## config.mk

```make
export PLATFORM = sky130hd
export DESIGN_NAME = tank_collision_unit
export DESIGN_NICKNAME = d
export VERILOG_FILES = /design/src/rtl/tank_collision_unit.sv
export SDC_FILE = /design/constraint.sdc
export NUM_CORES = 1
export LEC_CHECK = 0
export CAP_MARGIN = 40
export CORE_ASPECT_RATIO = 0.5
export CORE_MARGIN = 2
export CORE_UTILIZATION = 25
export CTS_BUF_LIST = sky130_fd_sc_hd__clkbuf_8
export CTS_CLUSTER_SIZE = 28
export DETAILED_ROUTE_END_ITERATION = 10
export SYNTH_ARGS = -nofsm -noshare
export SYNTH_HDL_FRONTEND = slang
export SYNTH_SLANG_ARGS = --single-unit
```

## constraint.sdc

```tcl
create_clock -name clk -period 3.17 [get_ports clk]
set_input_delay 0.4755 -clock clk [delete_from_list [all_inputs] [get_ports clk]]
set_output_delay 0.4755 -clock clk [all_outputs]
set_load 0.1 [all_outputs]
```

## src/rtl/tank_collision_unit.sv

```systemverilog
// Per-frame collision and scoring unit: accumulates object-pair overlap counts
// over a frame and commits thresholded flags, hits and scores at vsync rise.
module tank_collision_unit #(
  parameter int unsigned MIN_OVERLAP  = 2,
  parameter int unsigned HIT_COOLDOWN = 30,
  parameter int unsigned MAX_SCORE    = 9
) (
  input  logic       clk,
  input  logic       reset,
  input  logic       display_on,
  input  logic       vsync,
  input  logic       tank1_gfx,
  input  logic       tank2_gfx,
  input  logic       missile1_gfx,
  input  logic       missile2_gfx,
  input  logic       playfield_gfx,
  output logic       coll_t1_pf,
  output logic       coll_t2_pf,
  output logic       coll_t1_t2,
  output logic       hit_t1,
  output logic       hit_t2,
  output logic       frame_done,
  output logic [3:0] score1,
  output logic [3:0] score2,
  output logic       game_over,
  output logic [1:0] winner
);

  localparam int unsigned CNT_W   = 8;
  localparam int unsigned SUM_W   = CNT_W + 1;
  localparam int unsigned CD_W    = 6;
  localparam int unsigned SCORE_W = 4;
  localparam int unsigned NPAIR   = 5;

  // Pair indices into the counter array
  localparam int unsigned P_T1_PF = 0;
  localparam int unsigned P_T2_PF = 1;
  localparam int unsigned P_T1_T2 = 2;
  localparam int unsigned P_M2_T1 = 3;
  localparam int unsigned P_M1_T2 = 4;

  typedef enum logic [1:0] {
    WAIT_SYNC = 2'd0,
    ACCUM     = 2'd1,
    GAME_OVER = 2'd2
  } state_t;

  state_t               state, state_nxt;
  logic                 vsync_d;
  logic                 rise_c;
  logic [NPAIR-1:0]     pix_c;
  logic [NPAIR-1:0]     cand_c;
  logic [CNT_W-1:0]     cnt     [NPAIR];
  logic [CNT_W-1:0]     cnt_nxt [NPAIR];
  logic [SUM_W-1:0]     sum_c   [NPAIR];
  logic [CD_W-1:0]      cd1, cd2;
  logic                 commit_c, scoring_c;
  logic                 hit1_c, hit2_c, end_c;
  logic [SCORE_W-1:0]   score1_nxt, score2_nxt;

  assign rise_c = vsync & ~vsync_d;

  always_ff @(posedge clk or negedge reset) begin
    if (!reset) vsync_d <= 1'b0;
    else        vsync_d <= vsync;
  end

  // Pixel overlaps this cycle; a missile over its own tank is never counted
  always_comb begin
    pix_c = '0;
    if (display_on) begin
      pix_c[P_T1_PF] = tank1_gfx & playfield_gfx;
      pix_c[P_T2_PF] = tank2_gfx & playfield_gfx;
      pix_c[P_T1_T2] = tank1_gfx & tank2_gfx;
      pix_c[P_M2_T1] = missile2_gfx & tank1_gfx;
      pix_c[P_M1_T2] = missile1_gfx & tank2_gfx;
    end
  end

  // Saturating increment; candidates include the pixel of the commit cycle
  always_comb begin
    cand_c = '0;
    for (int i = 0; i < NPAIR; i++) begin
      sum_c[i]   = {1'b0, cnt[i]} + SUM_W'(pix_c[i]);
      cand_c[i]  = (sum_c[i] >= SUM_W'(MIN_OVERLAP));
      cnt_nxt[i] = sum_c[i][CNT_W] ? '1 : sum_c[i][CNT_W-1:0];
    end
  end

  always_ff @(posedge clk or negedge reset) begin
    if (!reset) begin
      for (int i = 0; i < NPAIR; i++) cnt[i] <= '0;
    end else begin
      for (int i = 0; i < NPAIR; i++) begin
        if (state == WAIT_SYNC || rise_c) cnt[i] <= '0;
        else                              cnt[i] <= cnt_nxt[i];
      end
    end
  end

  // State register
  always_ff @(posedge clk or negedge reset) begin
    if (!reset) state <= WAIT_SYNC;
    else        state <= state_nxt;
  end

  // Next-state logic
  always_comb begin
    state_nxt = state;
    case (state)
      WAIT_SYNC: if (rise_c) state_nxt = ACCUM;
      ACCUM:     if (end_c)  state_nxt = GAME_OVER;
      GAME_OVER: state_nxt = GAME_OVER;
      default:   state_nxt = WAIT_SYNC;
    endcase
  end

  // Commit decode: hits only score while the game is live
  always_comb begin
    commit_c   = rise_c & (state != WAIT_SYNC);
    scoring_c  = commit_c & (state == ACCUM);
    hit1_c     = scoring_c & cand_c[P_M2_T1] & (cd1 == '0);
    hit2_c     = scoring_c & cand_c[P_M1_T2] & (cd2 == '0);
    score1_nxt = score1 + SCORE_W'(hit2_c);
    score2_nxt = score2 + SCORE_W'(hit1_c);
    end_c      = scoring_c & ((score1_nxt == SCORE_W'(MAX_SCORE)) |
                              (score2_nxt == SCORE_W'(MAX_SCORE)));
  end

  // Hit cooldowns count frames, not cycles
  always_ff @(posedge clk or negedge reset) begin
    if (!reset) begin
      cd1 <= '0;
      cd2 <= '0;
    end else begin
      if (hit1_c)                       cd1 <= CD_W'(HIT_COOLDOWN);
      else if (scoring_c && cd1 != '0)  cd1 <= cd1 - CD_W'(1);
      if (hit2_c)                       cd2 <= CD_W'(HIT_COOLDOWN);
      else if (scoring_c && cd2 != '0)  cd2 <= cd2 - CD_W'(1);
    end
  end

  always_ff @(posedge clk or negedge reset) begin
    if (!reset) begin
      coll_t1_pf <= 1'b0;
      coll_t2_pf <= 1'b0;
      coll_t1_t2 <= 1'b0;
      hit_t1     <= 1'b0;
      hit_t2     <= 1'b0;
      frame_done <= 1'b0;
      score1     <= '0;
      score2     <= '0;
      game_over  <= 1'b0;
      winner     <= '0;
    end else begin
      frame_done <= commit_c;
      if (commit_c) begin
        coll_t1_pf <= cand_c[P_T1_PF];
        coll_t2_pf <= cand_c[P_T2_PF];
        coll_t1_t2 <= cand_c[P_T1_T2];
        hit_t1     <= hit1_c;
        hit_t2     <= hit2_c;
        score1     <= score1_nxt;
        score2     <= score2_nxt;
      end
      if (end_c) begin
        game_over <= 1'b1;
        winner    <= {score2_nxt == SCORE_W'(MAX_SCORE),
                      score1_nxt == SCORE_W'(MAX_SCORE)};
      end
    end
  end

endmodule

```

==> impl_metrics.yaml, run 1 <==
status:
  status: "complete, no violations"
route:
  firstDrtPassIters: 4
  drt-initial-drc-count: 137
  routed_wl_um: 8320
  detail-route-antenna-nets: 0
  m1WireLength_um: 4093
  highest_layer: "met4"
  wl_met2_um: 3946
  dr_wl_met3_um: 166
  drc: 0
  vias: 3182
  wl_per_cell_um: 12.06
  routed_via_density: 4.612
timing:
  slew_headroom_pct: 46.82
  grt_setup_unrepaired: "false"
  timing.fmax_mhz: 331.5
  period_minus_slack_ns: 3.017
  slew_viol_final: 0
  worst_hold_slack_ns: 0.4901
  final.setup_skew_ns: 0.01006
  fin_crit_sh_pct: 95.17
  hold_viol: 0
  setup_violations: 0
  tightest_slew_ns: 0.7976
worst_setup_path:
  crit_chain: "clkdlybuf4s50_1 -> and3_4 -> ha_1 -> ha_2 -> a311oi_1 -> a31oi_2 -> nor2_2 -> nand3_2 -> and3_4 -> ha_4 -> ha_2 -> nand4b_1 -> nor2b_4 -> o221a_1"
  critical_path.endpoint_type: "register"
  path_max_fanout: 3
  startpoint_type: "input pin"
  slowest_stage: "clkdlybuf4s50_1"
  arrival_ns: 3.27
  max_stage_delay_ns: 0.40
  crit_required_ns: 3.42
  path_class: "input pin to register"
clock_tree:
  clock_tree.root_cell: "clkbuf_8"
  cts_tree: "yes"
  cts_sinks: 72
  htree_levels: 3
  clk_latency_ns: 0.36
  clk_path_buf_depth: 2
  numCtsBuffers: 9
  path_clk_slew_ns: 0.08
final_layout:
  final_nets: 510
  area_growth_pct: 29.85
  num_antenna_cells: 0
  drive_gt1_share_pct: 24.49
  postLayoutCoreUtil_pct: 33.25
synth:
  yosys.area.top_type_share_pct: 45.53
  syn_nets: 440
  netlist_top_cells_area: "dfrtp_1 (46%), ha_1 (6.3%), a21oi_1 (4.4%)"
  synth_top_area_cell: "dfrtp_1"
  yosysWarnings: 0
  synth.top_cells.by_count: "dfrtp_1 (72), nand2_1 (37), a21oi_1 (35), nor2_1 (23), ha_1 (20)"
  ys_types: 64
  seq_area_frac_synth_pct: 45.53
  ys.flop_type: "dfrtp_1"
  synth_edf_count: 0
  syn_area_um2: 3958
  async_flop_share_pct: 100.0
  syn_inst: 411
  ys_seq_elements: 72
  syn_area_per_cell_um2: 9.629
  yosysMostFrequentCell: "dfrtp_1"
run:
  drv_cap: 0
pwr:
  p_int_uw: 1465
  p_switching_uw: 514.8
  netSwitchingFraction_pct: 26.00
  p_per_area_nw_per_um2: 385.3
  p_seq_share_pct: 48.6
  leakage_uw: 0.002396
  power.clock.fraction_pct: 40.9
  combPwrFrac_pct: 10.5
  ir_worst_vdd_mv: 0.1975
global_route:
  grt_pass1_vias: 3072
  antenna_found_initial: 0
  gr-total-overflow: 0
  grt_pass1_wl_um: 14410
  track_usage_pct: 10.51
  grt_max_degree: 65
placed_design:
  place.detailed.hpwl_um: 5815
  io_buffers: 25
  place.gp.congestion: 0.7597
floorplanning:
  rows: 32
  core_um2: 15450
  dieHeight_um: 92.97
  die_w_um: 181.9
  pin_count: 26
  start_util_pct: 25.61
  dieArea_um2: 16910
min_path:
  hold_class: "input pin to async pin"
==> worst max-delay path, delay by kind of cell <==
kind            cells  cell delay (ns)
fa+ha+maj           4             0.77
simple gates        6             1.02
compound gates      3             0.58
buf+inv             1             0.40
==> state kept, by name, summed over array words and instances, names as in the netlist <==
| register | flops |
|---|---|
| game_over | 1 |
| coll_t2_pf | 1 |
| state | 2 |
| frame_done | 1 |
| coll_t1_t2 | 1 |
| cd1 | 6 |
| score1 | 4 |
| hit_t2 | 1 |
| hit_t1 | 1 |
| coll_t1_pf | 1 |
| cd2 | 6 |
| vsync_d | 1 |
| winner | 2 |
| score2 | 4 |
| cnt | 40 |
==> power groups by stage <==
stage	Sequential, µW	Clock (µW)	Combinational, µW
after CTS	962	842	202
after floorplan	1020	0	63.2
after detailed placement	978	0	198
final	963	810	207
after global routing	966	885	229
after global placement	977	0	190
==> worst paths after layout <==
| kind | start | endpoint | slack, ns | cells after the start |
|---|---|---|---|---|
| setup / recovery | missile2_gfx | state[0]$_DFFE_PN0P_ | 0.15 | 14 |
| hold / removal | reset | coll_t2_pf$_DFFE_PN0P_ | 0.49 | 2 |
| setup reg to reg | cnt[0]$_DFF_PN0_ | state[0]$_DFFE_PN0P_ | 0.28 | 13 |
| hold reg to reg | winner[1]$_DFFE_PN0P_ | winner[1]$_DFFE_PN0P_ | 0.49 | 1 |
| max in group asynchronous | reset | cd2[3]$_DFFE_PN0P_ | 2.14 | 3 |
| min in group clk | winner[1]$_DFFE_PN0P_ | winner[1]$_DFFE_PN0P_ | 0.49 | 1 |
==> per-stage QoR <==
stage                     total power (µW)  std cells  worst slack, ns  area (µm²)  TNS (ns)
after global placement                1167        665          -0.5735        4643    -2.816
after detailed placement              1176        667          -0.6148        4686    -3.151
after floorplan                       1088        411         0.006664        3969         0
after global routing                  2081        690         0.009254        5139         0
final                                 1980        690           0.1532        5139         0
after CTS                             2006        684         0.008439        5002         0
==> what timing repair did <==
action / in CTS / in global routing
resized for setup: 19 / 20
setup buffers: 0 / 6
hold buffers: 1 / 0
setup endpoints to repair: 5 / 5
hold endpoints to repair: 8 / 0
pin swaps: 6 / 12
==> cell usage in the layout, fill, tap and decap left out, types with 4 or more instances in the layout <==
| cell type | instances |
|---|---|
| dfrtp_1 | 72 |
| buf_4 | 59 |
| nand2_1 | 35 |
| a21oi_1 | 34 |
| nor2_1 | 21 |
| inv_1 | 19 |
| nand3_1 | 16 |
| xnor2_1 | 13 |
| ha_1 | 12 |
| and3_1 | 11 |
| xor2_1 | 10 |
| o21ai_0 | 9 |
| clkbuf_8 | 9 |
| and2_1 | 8 |
| nor3_1 | 8 |
| nand4_1 | 8 |
| and3_4 | 7 |
| ha_4 | 6 |
| nand2b_1 | 5 |
| or3_1 | 5 |
| a31oi_1 | 5 |
| a21o_1 | 5 |
| clkdlybuf4s50_1 | 5 |
| nor2b_1 | 4 |
| mux2i_1 | 4 |
| o21ai_1 | 4 |
| nor4_1 | 4 |
==> logic make-up (layout without fill, tap and decap cells) <==
group	count (synthesis)	in the layout	synth area share, %
XOR/XNOR	24	24	5.311
AND/OR/NAND/NOR	164	164	22.38
adder cells (fa/ha/maj)	20	20	6.323
AO/OA/AOI/OAI	94	94	15.49
multiplexers	6	6	1.581
buffers and inverters	31	106	3.383
flip-flops	72	72	45.53
==> area by class of cell <==
type / count / area (µm²)
inverter: 20 / 75.07
multi-input combinational: 308 / 2211
clock inverter: 7 / 96.34
clock buffer: 9 / 123.9
fill: 1546 / 10320
timing repair buffer: 70 / 575.6
sequential: 72 / 1802
tap: 204 / 255.2
==> routing by layer <==
metal,track usage [%],vias up
met5,0,-
met4,3.226,0
met3,2.595,10
met2,17.72,17
met1,13.39,1542
li1,-,1613
Power figures use the tool's default switching activity.
==> run 2, diff against run 1 <==
--- a/config.mk
+++ b/config.mk
@@ -6,12 +6,15 @@
 export NUM_CORES = 1
 export LEC_CHECK = 0
 export CAP_MARGIN = 40
+export CELL_PAD_IN_SITES_DETAIL_PLACEMENT = 1
+export CELL_PAD_IN_SITES_GLOBAL_PLACEMENT = 1
 export CORE_ASPECT_RATIO = 0.5
 export CORE_MARGIN = 2
-export CORE_UTILIZATION = 25
+export CORE_UTILIZATION = 35
 export CTS_BUF_LIST = sky130_fd_sc_hd__clkbuf_8
 export CTS_CLUSTER_SIZE = 28
 export DETAILED_ROUTE_END_ITERATION = 10
+export PLACE_DENSITY_LB_ADDON = 0.1
 export SYNTH_ARGS = -nofsm -noshare
 export SYNTH_HDL_FRONTEND = slang
 export SYNTH_SLANG_ARGS = --single-unit
==> run 2 against run 1 <==
First-iteration DRC count fell by 50%. Combinational power rose by 7%. Sequential power barely moved. Hold slack got worse by 0.47 ns. Register-to-register slack got worse by 0.07 ns. Via count rose by 5.4%. Count of clock-buffer cells in the layout rose by 2. Global-route usage rose by 7.4 points. Non-clock buffer count rose by 1. Design area fell by 2.3%.
==> impl_metrics.yaml, run 2 (synthesis results as in run 1) <==
route:
  vias: 3353
  detail-route-antenna-nets: 0
  wl_per_cell_um: 15.68
  firstDrtPassIters: 4
  drc: 0
  routed_wl_um: 9911
  drt-initial-drc-count: 69
  routed_via_density: 5.305
timing:
  tightest_slew_ns: 0.4645
  tns_ns: 0
  setup_violations: 0
  fin_crit_sh_pct: 96.13
  final.setup_skew_ns: 0.009090
  slew_headroom_pct: 69.03
  timing.fmax_mhz: 328.2
  period_minus_slack_ns: 3.047
  worst_hold_slack_ns: 0.02058
  hold_viol: 0
  layout_setup_ws_ns: 0.1228
  slew_viol_final: 0
final_layout:
  drive_gt1_share_pct: 23.61
  final_common_cell: "dfrtp_1"
  biggestRegsByFlops: "cnt: 40 flops, cd1: 6 flops, cd2: 6 flops"
  layout_common_cells: "dfrtp_1 (72), buf_4 (60), nand2_1 (37), a21oi_1 (34), nor2_1 (23)"
  area_growth_pct: 26.81
  largest-register: "cnt"
  finalInstanceArea_um2: 5019
  largest_reg_flops: 40
  final_nets: 511
  num_antenna_cells: 0
worst_setup_path:
  crit_required_ns: 3.42
  path_max_fanout: 4
  path_class: "input pin to register"
  startpoint_type: "input pin"
  cp_num_buf_inv: 2
  max_stage_delay_ns: 0.39
  critical_path.endpoint_type: "register"
  crit_chain: "dlygate4sd2_1 -> and3_4 -> ha_4 -> ha_4 -> buf_4 -> o21bai_1 -> o21ai_1 -> or3_4 -> and3_1 -> ha_2 -> ha_2 -> nand2b_1 -> a21oi_2 -> nand2_1 -> a21o_1"
  slowest_stage: "or3_4"
  arrival_ns: 3.30
  path_delay_family: "simple AND/OR/NAND/NOR gates"
global_route:
  grt_pass1_wl_um: 17280
  grt_pass1_vias: 3586
  grt_max_degree: 66
  track_usage_pct: 17.94
  antenna_found_initial: 0
  gr-total-overflow: 0
clock_tree:
  clk_latency_ns: 0.35
  clk_path_buf_depth: 2
  clock_tree.root_cell: "clkbuf_8"
  cts_tree: "yes"
  numCtsBuffers: 9
  path_clk_slew_ns: 0.08
  htree_levels: 3
  cts_hold_buf: 0
  cts_sinks: 72
floorplanning:
  start_util_pct: 35.94
  pin_count: 26
  dieHeight_um: 79.19
  rows: 27
  core_um2: 11010
  dieArea_um2: 12230
  die_w_um: 154.4
placed_design:
  place.gp.congestion: 0.7814
  io_buffers: 25
  dpl_cell_area_um2: 4587
  place.detailed.hpwl_um: 7099
  dpl_worst_slack_ns: -0.6815
run:
  drv_cap: 0
status:
  status: "complete, no violations"
min_path:
  hold_class: "input pin to async pin"
pwr:
  ir_worst_vdd_mv: 0.1839
  p_per_area_nw_per_um2: 420.1
  leakage_uw: 0.002413
## run 2: changes by cell type in the layout (fill, tap and decap cells not counted), moves of 2 or more
cell,before,now
clkinv_4,3,0
ha_2,2,5
ha_4,6,3
and3_1,11,13
and3_4,7,5
clkbuf_2,0,2
clkbuf_8,9,11
clkdlybuf4s50_1,5,3
nand2_1,35,37
nand2_2,2,0
nor2_1,21,23
o21ai_1,4,6
## run 2: layer usage
layer  GRT usage, %  wire [µm]
met5              0          0
met4          5.741        128
met3          4.312        268
met2          31.57       4810
met1          22.00       4703
## run 2: repair_timing
item                                   in CTS  in global routing
setup endpoints to repair                   5                  5
pin swaps                                   8                 11
endpoints found under the hold margin       0                  0
setup buffers                               8                  3
resized for setup                          13                 20
## run 2: where the power goes
| part | switching [µW] | internal (µW) | total, µW | leakage, µW |
|---|---|---|---|---|
| logic | 137 | 85.3 | 222 | 0.00132 |
| clock network | 359 | 565 | 924 | 0.000126 |
| registers | 19.2 | 943 | 962 | 0.000966 |
## run 2: cell type report
type / instances / area, µm²
Multi-Input combinational cell: 308 / 2135
Fill cell: 1263 / 5995
Clock inverter: 5 / 102.6
Clock buffer: 11 / 151.4
Timing Repair Buffer: 71 / 571.8
Inverter: 20 / 75.07
Tap cell: 145 / 181.4
Sequential cell: 72 / 1802
## run 2: worst paths after layout
path | endpoint | slack (ns) | start | depth (start not counted)
worst max-delay path | winner[1]$_DFFE_PN0P_ | 0.12 | missile1_gfx | 15
worst min-delay path | score1[3]$_DFFE_PN0P_ | 0.02 | reset | 2
worst max register to register | winner[1]$_DFFE_PN0P_ | 0.21 | cnt[0]$_DFF_PN0_ | 13
worst min register to register | coll_t1_pf$_DFFE_PN0P_ | 0.49 | coll_t1_pf$_DFFE_PN0P_ | 1
max in group asynchronous | cnt[34]$_DFF_PN0_ | 2.60 | reset | 3
min in group clk | coll_t1_pf$_DFFE_PN0P_ | 0.49 | coll_t1_pf$_DFFE_PN0P_ | 1
## run 2: per-stage QoR
stage / total power [µW] / utilization [%] / std cells
finish: 2108 / 45.57 / 632
global route: 2213 / 45.57 / 632
CTS: 2141 / 44.89 / 629
detailed placement: 1179 / 41.65 / 605
global placement: 1165 / 41.26 / 603
floorplan: 1088 / - / 411
